[config.mk]
export PLATFORM = sky130hd
export DESIGN_NAME = conway_life_ctrl
export DESIGN_NICKNAME = d
export VERILOG_FILES = /design/src/rtl/conway_life_ctrl.sv
export SDC_FILE = /design/constraint.sdc
export NUM_CORES = 2
export LEC_CHECK = 0
export BUFFER_PORTS_ARGS = -buffer_cell sky130_fd_sc_hd__buf_2
export CAP_MARGIN = 20
export CORE_UTILIZATION = 45
export CTS_BUF_LIST = sky130_fd_sc_hd__clkbuf_16
export DETAILED_ROUTE_END_ITERATION = 12
export HOLD_SLACK_MARGIN = 0.08
export PLACE_DENSITY = 0.78
export SETUP_SLACK_MARGIN = 0.02
export SYNTH_ARGS = -nofsm -noshare
export SYNTH_HDL_FRONTEND = slang
export SYNTH_SLANG_ARGS = --single-unit
[constraint.sdc]
create_clock -name clk -period 3.4 [get_ports clk]
set_input_delay 0.17 -clock clk [delete_from_list [all_inputs] [get_ports clk]]
set_output_delay 0.17 -clock clk [all_outputs]
set_load 0.005 [all_outputs]
[src/rtl/conway_life_ctrl.sv]
// conway_life_ctrl: run controller for the conway_life grid.
//   Holds a frame buffer that the host writes row by row. On a start request it
//   loads the frame into the grid and lets the grid advance the requested number
//   of generations. A run ends early on abort or still-life. When the run ends,
//   the grid is frozen by reloading it every cycle, and the result is copied back
//   into the frame.
// Ports:
//   clk, rst_n                      clock, async active-low reset
//   wr_valid/wr_row/wr_data         host row write into frame (accepted when wr_ready)
//   wr_ready                        1 in IDLE/DONE
//   start_valid/start_gens          run request (accepted when start_ready)
//   start_ready                     1 in IDLE/DONE
//   abort                           stop the run now (only sampled while running)
//   busy                            1 in LOAD/RUN/CAPTURE
//   done/stable/aborted/gens_run    run status, valid while done
//   life_load/life_data             drive the grid load port
//   life_q                          grid state
module conway_life_ctrl #(
   parameter  int unsigned ROWS  = 16,
   parameter  int unsigned COLS  = 16,
   parameter  int unsigned GEN_W = 16,
   localparam int unsigned ROW_W = $clog2(ROWS)
) (
   input  logic                   clk,
   input  logic                   rst_n,
   input  logic                   wr_valid,
   input  logic [ROW_W-1:0]       wr_row,
   input  logic [COLS-1:0]        wr_data,
   output logic                   wr_ready,
   input  logic                   start_valid,
   input  logic [GEN_W-1:0]       start_gens,
   output logic                   start_ready,
   input  logic                   abort,
   output logic                   busy,
   output logic                   done,
   output logic                   stable,
   output logic                   aborted,
   output logic [GEN_W-1:0]       gens_run,
   output logic                   life_load,
   output logic [ROWS*COLS-1:0]   life_data,
   input  logic [ROWS*COLS-1:0]   life_q
);

   localparam int unsigned CELLS = ROWS * COLS;

   typedef enum logic [2:0] {
      S_IDLE    = 3'd0,
      S_LOAD    = 3'd1,
      S_RUN     = 3'd2,
      S_CAPTURE = 3'd3,
      S_DONE    = 3'd4
   } state_t;

   state_t             state, state_nxt;
   logic [CELLS-1:0]   frame, frame_nxt;
   logic [CELLS-1:0]   last_q, last_q_nxt;
   logic [GEN_W-1:0]   remaining, remaining_nxt;
   logic [GEN_W-1:0]   gens_done, gens_done_nxt;
   logic [GEN_W-1:0]   gens_run_nxt;
   logic               stable_nxt, aborted_nxt;
   logic               ready;
   logic               wr_acc, st_acc;

   assign wr_ready    = ready;
   assign start_ready = ready;
   assign wr_acc      = wr_valid && ready;
   assign st_acc      = start_valid && ready;

   // State and datapath registers; status flags are decoded from the next state
   // so they are flops that line up with the state they describe.
   always_ff @(posedge clk or negedge rst_n) begin
      if (!rst_n) begin
         state     <= S_IDLE;
         frame     <= '0;
         last_q    <= '0;
         remaining <= '0;
         gens_done <= '0;
         gens_run  <= '0;
         stable    <= 1'b0;
         aborted   <= 1'b0;
         ready     <= 1'b1;
         busy      <= 1'b0;
         done      <= 1'b0;
      end else begin
         state     <= state_nxt;
         frame     <= frame_nxt;
         last_q    <= last_q_nxt;
         remaining <= remaining_nxt;
         gens_done <= gens_done_nxt;
         gens_run  <= gens_run_nxt;
         stable    <= stable_nxt;
         aborted   <= aborted_nxt;
         ready     <= (state_nxt == S_IDLE) || (state_nxt == S_DONE);
         busy      <= (state_nxt == S_LOAD) || (state_nxt == S_RUN) ||
                      (state_nxt == S_CAPTURE);
         done      <= (state_nxt == S_DONE);
      end
   end

   // Next-state, datapath updates and grid drive.
   always_comb begin
      state_nxt     = state;
      frame_nxt     = frame;
      last_q_nxt    = last_q;
      remaining_nxt = remaining;
      gens_done_nxt = gens_done;
      gens_run_nxt  = gens_run;
      stable_nxt    = stable;
      aborted_nxt   = aborted;
      life_load     = 1'b1;
      life_data     = frame;

      unique case (state)
         S_IDLE, S_DONE: begin
            // Write lands in the frame on this edge, so a start in the same
            // cycle loads the updated frame from LOAD.
            if (wr_acc) begin
               for (int unsigned r = 0; r < ROWS; r++) begin
                  if (wr_row == ROW_W'(r)) begin
                     frame_nxt[r*COLS +: COLS] = wr_data;
                  end
               end
               if (state == S_DONE) begin
                  state_nxt = S_IDLE;
               end
            end
            if (st_acc) begin
               remaining_nxt = start_gens;
               gens_done_nxt = '0;
               stable_nxt    = 1'b0;
               aborted_nxt   = 1'b0;
               state_nxt     = S_LOAD;
            end
         end

         S_LOAD: begin
            state_nxt = (remaining != '0) ? S_RUN : S_CAPTURE;
         end

         S_RUN: begin
            life_load  = 1'b0;
            last_q_nxt = life_q;
            if (abort) begin
               life_load    = 1'b1;
               life_data    = life_q;
               frame_nxt    = life_q;
               gens_run_nxt = gens_done;
               aborted_nxt  = 1'b1;
               state_nxt    = S_DONE;
            end else if ((gens_done != '0) && (life_q == last_q)) begin
               // Still-life: the last step produced no change.
               life_load    = 1'b1;
               life_data    = life_q;
               frame_nxt    = life_q;
               gens_run_nxt = gens_done;
               stable_nxt   = 1'b1;
               state_nxt    = S_DONE;
            end else begin
               gens_done_nxt = gens_done + GEN_W'(1);
               remaining_nxt = remaining - GEN_W'(1);
               if (remaining == GEN_W'(1)) begin
                  state_nxt = S_CAPTURE;
               end
            end
         end

         S_CAPTURE: begin
            life_data    = life_q;
            frame_nxt    = life_q;
            gens_run_nxt = gens_done;
            state_nxt    = S_DONE;
         end

         default: begin
            state_nxt = S_IDLE;
         end
      endcase
   end

endmodule

==> results by group <==
Outcome
  • Run status: finished, violations left
  • Violations in the final reports: setup timing

Timing
  • Remaining max-slew budget at the tightest pin: 32.9%
  • Setup repair after global routing missed its margin: yes
  • Endpoints failing setup: 534
  • Final slew viol count: 0
  • Worst Slack Setup Final: -0.787 ns
  • Final count of hold timing violations: 0
  • Clock skew after layout: 0.0350 ns
  • Slew at the pin closest to its max-slew limit: 1.00 ns
  • Post-route fraction of the period consumed by the critical path: 123%
  • Min Tclk post-route: 4.19 ns
  • Highest clock rate: 239 MHz

Yosys
  • Count of distinct cell types in the synthesized netlist: 51
  • Proportion of synthesized chip area in sequential cells: 48.7%
  • Gate count of the mapped netlist: 2953
  • Synthesized area per cell: 9.89 sq um
  • Total number of yosys warnings: 0
  • Dominant register cell in the synthesized netlist: sky130_fd_sc_hd__dfrtp_1
  • FF+latch count, synth: 568
  • Number of synthesized flops with an enable pin: 0
  • Top cell type's share of synthesized area: 48.6%
  • Leading post-synthesis cells by cell area: sky130_fd_sc_hd__dfrtp_1, sky130_fd_sc_hd__nand2_1, sky130_fd_sc_hd__mux2_2
  • Ys async rst share: 100%
  • Post-synthesis net count: 3254
  • Most frequent cell after synthesis: sky130_fd_sc_hd__nand2_1
  • Synthesized area: 0.0292 sq mm
  • Largest area contributor in the netlist: sky130_fd_sc_hd__dfrtp_1
  • Most frequent cells after synthesis: sky130_fd_sc_hd__nand2_1, sky130_fd_sc_hd__dfrtp_1, sky130_fd_sc_hd__nor2_1

Placed design
  • Instance count after placement with tap cells included: 4382
  • DPL Wire Length: 88900 um
  • Final GP Congestion: 0.934
  • Count of port buffers added during placement: 575
  • DP Worst Slack: -0.298 ns

Floorplanning
  • Placeable core region: 0.0643 sq mm
  • Floorplan row count: 93
  • DIE HEIGHT: 257 um
  • Die width: 257 um
  • I/O pin count: 576
  • Die Footprint: 0.0659 sq mm
  • Starting density of the core: 45.4%

Pwr
  • Worst ir drop on vdd: 0.594 mV
  • Sw Pwr: 15.0 mW
  • Fraction of power consumed by sequential logic: 33.2%
  • Total power density per cell area: 955 mW/mm^2
  • Lkg Pwr: 19.2 nW
  • Proportion of total power due to net switching: 40.0%
  • Internal portion of total power: 22.6 mW
  • Clock Power Share: 19.3%
  • Part of the total power dissipated in combinational logic: 47.5%

Worst setup path
  • Worst-case reg-to-reg path depth: 13
  • Worst setup SP type: flop
  • CP required: 3.23 ns
  • Classification of the worst setup path: reg -> out
  • Critical path arrival: 4.02 ns
  • CP endpoint kind: output pin
  • Largest fanout of any net on the critical path: 15

Layout
  • Area added between synthesis and finish: 34.6%
  • Number of standard cells in the final layout excluding fillers: 4795
  • Number of nets in the layout: 4175
  • Multi-input combinational cell area: 0.0139 sq mm
  • Final standard cell utilization of the core: 61.1%
  • Share of post-route cells with drive strength above 1: 29.5%
  • Sequential cell area: 0.0142 sq mm
  • Number of fill cells in the layout: 5157

GRT
  • Largest net degree at the start of global routing: 159
  • Vias in the first global route: 28142
  • Global-route wire length before repair: 198000 um
  • Gr ovfl total: 0
  • Global routing usage summed across all routing layers: 41.5%
  • Initial antenna violation count: 21

Flow run
  • Number of max-capacitance violations reported: 0

Route
  • DR pass1 iterations: 6
  • Detailed router's first-iteration violation count: 4188
  • DRC violations left: 0
  • Vias: 29599
  • Routed WL per cell: 29.5 um
  • Number of nets still failing antenna checks after routing: 0
  • Post-detailed-routing wire length: 141000 um
  • Vias per std cell: 6.17

Clock tree
  • Clk root buf: sky130_fd_sc_hd__clkbuf_16
  • Largest buffer count on any clock path: 3
  • Clk sink count: 568
  • Clk Latency, worst-skew pair: 0.65 ns
  • Register clock-pin slew on the reported worst setup and hold paths: 0.06 ns
  • CTS buffer count: 61
  • H-Tree Depth: 2
  • Clock tree from TritonCTS: done

Min path
  • Hold path cells: 3
  • Worst min-delay path category: in -> reg
==> final cells by class <==
cell class / count / share of cell area [%]
antenna: 15 / 0.0954
inverter: 44 / 0.420
tap: 855 / 2.72
clock inverter: 52 / 1.49
sequential: 568 / 36.1
timing repair buffer: 1050 / 19.8
multi-input combinational: 2149 / 35.4
clock buffer: 62 / 3.95
==> per-stage QoR <==
step           hold slack, ns  power (mW)  setup TNS, ns  area (sq um)
2_1_floorplan          -0.126        21.8              0         29200
3_3_place_gp            0.307        28.4         -75.81         34000
3_5_place_dp            0.277        28.9         -93.43         34000
4_1_cts                0.0985        36.6        -162.14         39000
5_1_grt                 0.102        39.1        -229.15         39300
6_report                0.119        37.6        -213.20         39300
==> logic make-up (layout without fill, tap and decap cells) <==
family,Yosys count,count (layout),share of synthesized area (%)
AO/OA/AOI/OAI,380,380,11.5
XOR/XNOR,236,236,7.08
multiplexers,272,272,10.5
buffers and inverters,236,1208,4.24
flip-flops,568,568,48.7
adder cells (fa/ha/maj),4,4,0.171
other,0,15,0
AND/OR/NAND/NOR,1257,1257,17.9
==> power groups by stage <==
stage	Combinational, mW	Sequential [mW]	Clock [mW]
floorplan	10.1	11.7	0
global placement	16.1	12.3	0
detailed placement	16.5	12.4	0
CTS	17.0	12.3	7.25
global route	18.8	12.7	7.51
finish	17.8	12.5	7.26
==> worst paths after layout <==
| kind | startpoint | slack, ns | endpoint |
|---|---|---|---|
| worst max-delay path | last_q[58]$_DFFE_PN0P_ | -0.79 | life_data[219] |
| max in group asynchronous | rst_n | 2.26 | frame[253]$_DFFE_PN0P_ |
| worst max register to register | gens_done[0]$_DFFE_PN0P_ | -0.17 | frame[12]$_DFFE_PN0P_ |
| min in group asynchronous | rst_n | 0.15 | done$_DFF_PN0_ |
| worst min-delay path | life_q[57] | 0.12 | frame[57]$_DFFE_PN0P_ |
| worst min register to register | last_q[185]$_DFFE_PN0P_ | 0.49 | last_q[185]$_DFFE_PN0P_ |
==> routing by layer <==
metal  vias to the layer above  global-route usage (%)  part of all wire (%)
li1                      12169                       -                     -
met1                     14201                    52.2                    37
met2                      2536                    62.0                    43
met3                       681                    13.5                    13
met4                        12                    25.4                   7.2
met5                         -                       0                 0.055
==> worst max-delay path, stage by stage, from the launching register on <==
cell	delay (ns)
sky130_fd_sc_hd__dfrtp_1	0.39
sky130_fd_sc_hd__xor2_1	0.23
sky130_fd_sc_hd__nor4_1	0.63
sky130_fd_sc_hd__buf_4	0.24
sky130_fd_sc_hd__nand2_1	0.06
sky130_fd_sc_hd__nor4_1	0.36
sky130_fd_sc_hd__nand3_1	0.24
sky130_fd_sc_hd__o21ai_4	0.25
sky130_fd_sc_hd__nand2_4	0.10
sky130_fd_sc_hd__buf_16	0.19
sky130_fd_sc_hd__buf_4	0.18
sky130_fd_sc_hd__mux2_2	0.31
sky130_fd_sc_hd__buf_2	0.16
==> registers in the layout, summed over array words and instances (netlist names) <==
name,cells
gens_run,16
remaining,16
stable,1
start_ready,1
busy,1
frame,256
state,3
done,1
last_q,256
aborted,1
gens_done,16
==> what timing repair did <==
| action | in CTS | in global routing |
|---|---|---|
| gates resized for setup | 13 | 32 |
| pin swaps | 0 | 4 |
| cloned | 0 | 4 |
| endpoints found under the setup margin | 552 | 548 |
| setup buffers | 1 | 3 |
| hold endpoints to repair | 615 | 0 |
| hold buffers | 276 | 0 |
==> cell usage in the layout (no fill, tap or decap), drive strengths merged, types with 6 or more instances in the layout <==
cell         count
a31oi            9
nor2b           10
o31ai           11
xor2           180
nand3           16
or3              6
diode           15
o22ai            7
nand2b          11
clkbuf          66
a221o          256
or4             16
o22a            10
nor4            55
nor3            10
dlygate4sd3    275
nand2          795
clkinv          28
bufinv          12
dfrtp          567
clkinvlp         7
nand4           31
mux2           272
xnor2           56
inv             49
nor2           297
buf            770
o21ai           24
o211ai           8
a21oi           36
Note: power is estimated with default switching activity, not from simulation.
